## src/rtl/mem_stage_pkg.sv

```systemverilog
// -----------------------------------------------------------------------------
// mem_stage_pkg
// Shared definitions for the memory-access stage: bus widths, stall bit
// positions and polarity, load/store readen codes, hold-FSM states and the
// packed layout of the execute-to-memory bus.
// -----------------------------------------------------------------------------
package mem_stage_pkg;

  localparam int EX_TO_MEM_WD = 146;
  localparam int MEM_TO_WB_WD = 136;
  localparam int MEM_TO_ID_WD = 104;
  localparam int STALL_W      = 6;

  // Stall vector bit positions owned by this stage.
  localparam int STALL_EX_MEM = 3;  // holds the EX/MEM register
  localparam int STALL_MEM_WB = 4;  // holds the MEM/WB register

  localparam logic STOP    = 1'b1;
  localparam logic NO_STOP = 1'b0;

  // readen codes, shared with the execute stage.
  typedef enum logic [3:0] {
    RD_NONE = 4'b0000,
    RD_LB   = 4'b0001,
    RD_LBU  = 4'b0010,
    RD_LH   = 4'b0011,
    RD_LHU  = 4'b0100,
    RD_SB   = 4'b0101,
    RD_SH   = 4'b0111,
    RD_LW   = 4'b1111
  } readen_e;

  // LIVE: load data comes straight from the SRAM.
  // HELD: load data comes from the hold buffer while the stage is stalled.
  typedef enum logic {
    ST_LIVE = 1'b0,
    ST_HELD = 1'b1
  } hold_state_e;

  // Execute-to-memory bus, MSB first. readen is kept as raw bits so that
  // unknown codes survive into the stage register.
  typedef struct packed {
    logic [3:0]  readen;
    logic        hi_we;
    logic [31:0] hi;
    logic        lo_we;
    logic [31:0] lo;
    logic [31:0] pc;
    logic        ram_en;
    logic [3:0]  ram_wen;
    logic        sel_rf_res;
    logic        rf_we;
    logic [4:0]  rf_waddr;
    logic [31:0] ex_result;
  } ex_to_mem_t;

endpackage

```

## src/rtl/mem_stage_load_align.sv

```systemverilog
// -----------------------------------------------------------------------------
// load_align
// Combinational load extraction: picks the byte/half addressed by the low
// address bits out of the SRAM word and sign- or zero-extends it.
//   i_readen : load code (LB/LBU/LH/LHU/LW, anything else -> full word)
//   i_addr   : effective address bits [1:0]
//   i_word   : 32-bit SRAM word
//   o_data   : 32-bit extended load result
// -----------------------------------------------------------------------------
module load_align
  import mem_stage_pkg::*;
(
  input  logic [3:0]  i_readen,
  input  logic [1:0]  i_addr,
  input  logic [31:0] i_word,
  output logic [31:0] o_data
);

  logic [7:0]  w_byte;
  logic [15:0] w_half;

  always_comb begin
    // NOTE: every combinational output gets a default before the case so no
    // path leaves it unassigned (which would infer a latch).
    w_byte = i_word[7:0];
    case (i_addr)
      2'b00:   w_byte = i_word[7:0];
      2'b01:   w_byte = i_word[15:8];
      2'b10:   w_byte = i_word[23:16];
      default: w_byte = i_word[31:24];
    endcase

    // Halfword ignores addr[0]; misaligned halves are not trapped here.
    w_half = i_addr[1] ? i_word[31:16] : i_word[15:0];

    o_data = i_word;
    case (i_readen)
      RD_LB:   o_data = {{24{w_byte[7]}}, w_byte};
      RD_LBU:  o_data = {24'h0, w_byte};
      RD_LH:   o_data = {{16{w_half[15]}}, w_half};
      RD_LHU:  o_data = {16'h0, w_half};
      default: o_data = i_word;  // LW and unknown codes
    endcase
  end

endmodule

```

## src/rtl/mem_stage.sv

```systemverilog
// -----------------------------------------------------------------------------
// mem_stage
// Memory-access stage of the five-stage MIPS pipeline. Registers the
// execute-to-memory bus, aligns/extends load data from the synchronous data
// SRAM, and keeps that data in a hold buffer while a load is stalled here.
//   clk             : core clock
//   resetn          : asynchronous active-low reset
//   stall           : pipeline stall vector (bit3 EX/MEM, bit4 MEM/WB)
//   ex_to_mem_bus   : packed execute-stage results (see ex_to_mem_t)
//   data_sram_rdata : SRAM read word, valid the cycle after the EX request
//   mem_to_wb_bus   : {hi_we, hi, lo_we, lo, pc, rf_we, rf_waddr, rf_wdata}
//   mem_to_id_bus   : {hi_we, hi, lo_we, lo, rf_we, rf_waddr, rf_wdata}
// -----------------------------------------------------------------------------
module mem_stage
  import mem_stage_pkg::*;
(
  input  logic                    clk,
  input  logic                    resetn,
  input  logic [STALL_W-1:0]      stall,
  input  logic [EX_TO_MEM_WD-1:0] ex_to_mem_bus,
  input  logic [31:0]             data_sram_rdata,
  output logic [MEM_TO_WB_WD-1:0] mem_to_wb_bus,
  output logic [MEM_TO_ID_WD-1:0] mem_to_id_bus
);

  ex_to_mem_t  r_stage;
  logic [31:0] r_hold_buf;
  hold_state_e r_state;

  logic        w_bubble;
  logic        w_take;
  logic        w_hold;
  logic        w_is_load;
  logic [31:0] w_src_word;
  logic [31:0] w_load_data;
  logic [31:0] w_rf_wdata;
  logic        w_unused_stall;

  assign w_bubble = (stall[STALL_EX_MEM] == STOP) && (stall[STALL_MEM_WB] == NO_STOP);
  assign w_take   = (stall[STALL_EX_MEM] == NO_STOP);
  assign w_hold   = (stall[STALL_EX_MEM] == STOP) && (stall[STALL_MEM_WB] == STOP);

  // Other stages' stall bits are not used here.
  assign w_unused_stall = ^{stall[STALL_W-1:STALL_MEM_WB+1], stall[STALL_EX_MEM-1:0]};

  // Stage register: bubble has priority over load; otherwise hold.
  always_ff @(posedge clk or negedge resetn) begin
    if (!resetn) begin
      r_stage <= '0;
    end else if (w_bubble) begin
      // NOTE: sequential state uses non-blocking assignments so every
      // register samples pre-edge values regardless of block ordering.
      r_stage <= '0;
    end else if (w_take) begin
      r_stage <= ex_to_mem_t'(ex_to_mem_bus);
    end
  end

  assign w_is_load = r_stage.ram_en && (r_stage.ram_wen == 4'b0000);

  // Hold FSM. In LIVE the buffer shadows the SRAM every cycle, so on the
  // edge that freezes a load the buffer already has that load's word.
  always_ff @(posedge clk or negedge resetn) begin
    if (!resetn) begin
      // NOTE: the hold buffer is a single register, so it is cleared with the
      // rest of the state; only true memory arrays are left unreset.
      r_state    <= ST_LIVE;
      r_hold_buf <= '0;
    end else begin
      case (r_state)
        ST_LIVE: begin
          r_hold_buf <= data_sram_rdata;
          if (w_hold && w_is_load) r_state <= ST_HELD;
        end
        default: begin
          // Any non-hold edge replaces the register contents.
          if (!w_hold) r_state <= ST_LIVE;
        end
      endcase
    end
  end

  assign w_src_word = (r_state == ST_HELD) ? r_hold_buf : data_sram_rdata;

  load_align u_load_align (
    .i_readen (r_stage.readen),
    .i_addr   (r_stage.ex_result[1:0]),
    .i_word   (w_src_word),
    .o_data   (w_load_data)
  );

  // A bubble has sel_rf_res=0 and ex_result=0, so it drives rf_wdata=0.
  assign w_rf_wdata = r_stage.sel_rf_res ? w_load_data : r_stage.ex_result;

  assign mem_to_wb_bus = {r_stage.hi_we, r_stage.hi, r_stage.lo_we, r_stage.lo,
                          r_stage.pc, r_stage.rf_we, r_stage.rf_waddr, w_rf_wdata};

  assign mem_to_id_bus = {r_stage.hi_we, r_stage.hi, r_stage.lo_we, r_stage.lo,
                          r_stage.rf_we, r_stage.rf_waddr, w_rf_wdata};

endmodule

```

## config.mk

```make
export PLATFORM = sky130hd
export DESIGN_NAME = mem_stage
export DESIGN_NICKNAME = d
export VERILOG_FILES = /design/src/rtl/mem_stage_pkg.sv /design/src/rtl/mem_stage_load_align.sv /design/src/rtl/mem_stage.sv
export SDC_FILE = /design/constraint.sdc
export NUM_CORES = 1
export LEC_CHECK = 0
export BUFFER_PORTS_ARGS = -buffer_cell sky130_fd_sc_hd__buf_2
export CAP_MARGIN = 20
export CORE_AREA = 2 2 164 166
export DETAILED_ROUTE_END_ITERATION = 6
export DIE_AREA = 0 0 166 168
export GPL_TIMING_DRIVEN = 0
export PLACE_DENSITY = 0.65
export REMOVE_ABC_BUFFERS = 1
export SYNTH_ARGS = -nofsm -noshare
export SYNTH_HDL_FRONTEND = slang
export SYNTH_SLANG_ARGS = --single-unit
```

## constraint.sdc

```tcl
create_clock -name clk -period 4.8 [get_ports clk]
set_clock_uncertainty 0.05 [all_clocks]
set_input_delay 0 -clock clk [delete_from_list [all_inputs] [get_ports clk]]
set_output_delay 0 -clock clk [all_outputs]
set_load 0.05 [all_outputs]
```

-- Word level (Yosys, flattened, before mapping)
Cells that the tools add are included.
- register bits after elaboration: 179
- logic and storage cells: 38
- input port bits: 186
- eq/ne operators: 7
- reduce and logical (&&, ||, !) cells: 6
- multiplexer cells: 10
- bitwise gates (word level): 1
- operators by type and width (kind ; number):
    $mux 146 ; 2
    $pmux 32 s4 ; 1
    $mux 32 ; 2
    $pmux 8 s3 ; 1
    $mux 16 ; 1
    $eq 4x2->1 const B ; 2
    $eq 4x1->1 const B ; 1
    $eq 4x3->1 const B ; 1
    $logic_and 1x1->1 ; 4
    $logic_not 4->1 ; 1
    $mux 1 ; 3
    $eq 2x1->1 const B ; 1
    $eq 2x2->1 const B ; 1
    $logic_not 2->1 ; 1
    $ne 2x1->1 const B ; 1
    $not 1->1 ; 1

-- Logic depth before layout (Yosys ltp)
- depth after elaboration: 5
- mapped depth: 9
- mapped depth without buffers: 6

-- Hierarchy
Synthesis repeated with hierarchy kept, for this count alone.
- cells, all modules: 830
- area total of the unflattened synthesis: 9501.6 sq um
- modules (own cells, without submodules) (module ; instances ; area each (sq um) ; sequential area each (sq um) ; cells an instance):
    mem_stage ; 1 ; 8480.6 ; 4479.3 ; 710
    load_align ; 1 ; 1021.0 ; 0.0 ; 120

-- Worst setup path after synthesis
Ideal clock, no wire load.
- path type: reg2out
- start point: register r_state
- end point: output port mem_to_wb_bus[16]
- data required time: 4.750 ns
- slack: 2.092 ns
- path buffers: 2
- data arrival time: 2.658 ns
- stages on the path, launching flop included: 9
- path through: dfrtp_1 > buf_6 > mux2i_2 > inv_2 > o21ai_2 > a311oi_4 > a31oi_4 > a31oi_1 > buf_4
- longest elaborated chain between the ends: 4
- RTL lines (element ; RTL line ; source):
    start: declaration ; mem_stage.sv:28 ; hold_state_e r_state;
    start signal: assignment ; mem_stage.sv:67 ; r_state <= ST_LIVE;
    start signal: assignment ; mem_stage.sv:73 ; if (w_hold && w_is_load) r_state <= ST_HELD;
    start signal: assignment ; mem_stage.sv:77 ; if (!w_hold) r_state <= ST_LIVE;
    $mux 32 (*) ; mem_stage.sv:83 ; assign w_src_word = (r_state == ST_HELD) ? r_hold_buf : data_sram_rdata;
    net u_load_align.i_word[15] ; mem_stage_load_align.sv:15 ; input logic [31:0] i_word,
    $pmux 8 s3 or $mux 16 (tied branches) ; mem_stage_load_align.sv:26, mem_stage_load_align.sv:34 ;
    $pmux 32 s4 (*) ; mem_stage_load_align.sv:37 ; case (i_readen)
    $mux 32 (*) ; mem_stage.sv:93 ; assign w_rf_wdata = r_stage.sel_rf_res ? w_load_data : r_stage.ex_result;
    end: declaration ; mem_stage.sv:22 ; output logic [MEM_TO_WB_WD-1:0] mem_to_wb_bus,
Mark *: on every way through the listed nets, which the timed path passes. The rest lies on a longest branch.

-- Worst setup path after layout
- start point: register r_state
- end point: output port mem_to_wb_bus[15]
The elaborated chain is that of the path after synthesis.

==> results.py <==
metrics = {
    "status": {
        "status": "finished, final reports clean",
    },
    "logic_synthesis": {
        "yosysWarnings": 0,
        "synth_flop_cell": "dfrtp_1",
        "yosys.area.top_type": "dfrtp_1",
        "synthTopCellsByArea": "dfrtp_1 46%, buf_4 16%, o21ai_0 8.7%",
        "synth_top_cells_by_count": "210 x buf_4, 179 x dfrtp_1, 170 x inv_1, 170 x o21ai_0, 134 x nand2_1",
        "netlist_instances": 1133,
        "synth_area_per_cell_sq_um": 8.59,
        "synth-edff-count": 0,
        "async_reset_ff_frac": 1.00,
        "synthDistinctLibCells": 45,
        "synth.top_cell.area_share": 0.460,
        "ys_seq_elements": 179,
        "yosysMostFrequentCell": "buf_4",
        "syn_area_sq_um": 9740,
        "ys_seq_area_frac": 0.460,
    },
    "power": {
        "powerDensity_nw_per_um2": 351,
        "leakage_nw": 6.80,
        "seqPwrFrac": 0.371,
        "netSwitchingFraction": 0.396,
        "clock_power_share": 0.318,
        "ir_worst_vdd_mv": 0.195,
        "total_power_w": 0.00457,
        "power.internal_w": 0.00276,
        "switchingPower_w": 0.00181,
        "p_comb_frac": 0.311,
    },
    "placement": {
        "dp.cells": 1632,
        "gp_congestion": 0.840,
        "place_hpwl_mm": 20.8,
        "port_buffers": 421,
    },
    "route": {
        "top_layer_used": "met5",
        "drtPass1Iterations": 5,
        "ant_nets": 0,
        "drt_wl_total_mm": 31.2,
        "drt-met1-wl_mm": 12.8,
        "vias": 8673,
        "drt_iter0_drc": 633,
        "wl_met2_mm": 15.3,
        "remaining_drc_errors": 0,
        "routedWlPerCell_um": 16.9,
        "dr_wl_met3_mm": 1.99,
        "drt-vias-per-instance": 4.70,
    },
    "worst_hold_path": {
        "hold_path_depth": 3,
        "hold_path.class": "input port to flop",
        "hold_end": "r_stage[11]$_DFFE_PN0P_",
        "worstHoldStart": "stall[3]",
    },
    "clock_network": {
        "clk_latency_ns": 0.42,
        "cts_num_sinks": 179,
        "cts_max_path_buffers": 2,
        "postCtsSetupRepairBufs": 0,
        "cts.reportedPaths.clkPinSlew_ns": 0.08,
        "cts_tree": "yes",
        "cts_buffers": 17,
        "root_buffer": "clkbuf_16",
        "htree_levels": 4,
        "cts.repair.resized": 0,
    },
    "timing": {
        "fin_tns_setup_ns": 0,
        "maxSlewHeadroom": 0.404,
        "fin_crit_sh": 0.774,
        "drv_slew": 0,
        "setup_violations": 0,
        "worst_slew_pin_slew_ns": 0.894,
        "max_freq_ghz": 0.269,
        "rsz0062_at_grt": "false",
        "min_period_ns": 3.72,
        "hold_violations": 0,
    },
    "setup_path": {
        "cp-start-kind": "flop",
        "path_max_fanout": 33,
        "rrSetupSlack_ns": 3.11,
        "path_class": "flop to primary output",
        "slowest_stage": "dfrtp_2",
        "slowest_delay_ns": 0.95,
        "critPathArrivalTime_ns": 3.67,
        "required_ns": 4.75,
        "rr_startpoint": "r_state$_DFF_PN0_",
        "r2r_end": "r_hold_buf[31]$_DFF_PN0_",
        "path_delay_family": "compound AO/OA/AOI/OAI gates",
        "worst-path-buf-inv": 2,
        "timing.critical_path.cells": "mux2i_1 > inv_1 > nor3_2 > a311oi_4 > a31oi_4 > a41oi_1 > buf_2",
        "worstSetupEndpointType": "primary output",
        "reg2reg_depth": 2,
    },
    "job": {
        "cap_violations": 0,
    },
    "finish": {
        "final_cells": 1845,
        "final_util": 0.495,
        "final_nets": 1676,
        "area_growth_pct": 33.9,
        "final_layout_size_suffix_gt1_frac": 0.333,
    },
    "floorplan": {
        "ioPinCount": 426,
        "core_sq_um": 26400,
        "num_rows": 60,
        "die_h_um": 168,
        "die_area_sq_um": 27900,
        "initial_core_util": 0.370,
        "die_w_um": 166,
    },
    "global_routing": {
        "grt_pass1_vias": 8745,
        "grt_max_degree": 97,
        "antenna_found_initial": 2,
        "overflow": 0,
        "grt_pass1_wl_mm": 48.9,
        "grtUsageTotal": 0.220,
    },
}
## sequential cells by signal, summed over array words and instances (netlist names)
signal         flops
mem_to_id_bus     72
mem_to_wb_bus     32
r_hold_buf        32
r_stage           42
r_state            1
## area by class of cell
type | count | area, sq um
multi-input cells | 514 | 2800
fillers | 2400 | 13300
inverters | 171 | 642
well taps | 341 | 427
repair buffers | 607 | 4080
flip-flops and latches | 179 | 4480
clock inverters | 13 | 160
diodes | 1 | 2.50
clock buffers | 19 | 443
## layout by cell type (no fill, tap or decap), types with 2 or more instances in the layout
cell type      instances
nand3b_1               2
and3_1                 2
nand3_1               38
nand2_1              134
clkinv_8               3
o22ai_1               14
nor2b_1                2
mux2i_1                9
inv_6                  6
inv_1                170
clkinv_4               2
dlygate4sd3_1        179
nor2_1                42
mux2_2                21
a221oi_1               7
a211oi_1               7
a31oi_1                6
a21oi_1                3
o21ai_0              170
a22oi_1                7
clkbuf_16             17
buf_16                 5
nor3_1                20
buf_2                419
a31oi_2               10
dfrtp_1              177
dfrtp_2                2
## power by group through the flow
stage	Combinational [W]	Clock (W)	Sequential [W]
3_3_place_gp	0.00126	0	0.00174
2_1_floorplan	0.000482	0	0.00210
6_report	0.00142	0.00145	0.00170
3_5_place_dp	0.00130	0	0.00173
4_1_cts	0.00141	0.00149	0.00170
5_1_grt	0.00150	0.00154	0.00171
## worst max path at each step
stage / start / endpoint / slack (ns) / cells after the start
4_1_cts: r_stage[1]$_DFFE_PN0P_ / mem_to_wb_bus[15] / 0.72 / 6
3_3_place_gp: stall[3] / mem_to_wb_bus[64]$_DFFE_PN0P_ / -1.08 / 4
3_5_place_dp: r_stage[1]$_DFFE_PN0P_ / mem_to_wb_bus[15] / 1.21 / 6
6_report: r_state$_DFF_PN0_ / mem_to_wb_bus[15] / 1.08 / 7
5_1_grt: r_state$_DFF_PN0_ / mem_to_wb_bus[15] / 0.85 / 7
2_1_floorplan: r_state$_DFF_PN0_ / mem_to_id_bus[16] / 0.86 / 5
## through the flow
stage	hold slack, ns	cell area [sq um]	setup WS [ns]
after floorplan	-0.346	7920	0.864
after global placement	0.184	10500	-1.08
after detailed placement	-0.00187	10600	1.21
after CTS	0.0274	13000	0.724
after global routing	0.0632	13000	0.846
final	0.0453	13000	1.08
## per-layer routing
metal	track usage	vias up
met2	0.375	414
met1	0.271	4082
met5	0	-
met3	0.0425	58
met4	0.101	2
li1	-	4117
## tightest hold or removal path: stages
cell,delay [ns]
buf_6,0.23
nand3_1,0.15
o21ai_0,0.08
## cells by family after synthesis
kind of cell,share of synthesized area
AOI/OAI and AO/OA,0.142
xor gates and xnor gates,0.000900
buffers and inverters,0.252
DFF,0.460
muxes,0.0365
and+or+nand+nor,0.108
## what timing repair did
action,4_1_cts,5_1_grt
hold endpoints to repair,262,0
endpoints found under the setup margin,0,0
hold buffers,179,0
(Power assumes the default switching activity.)
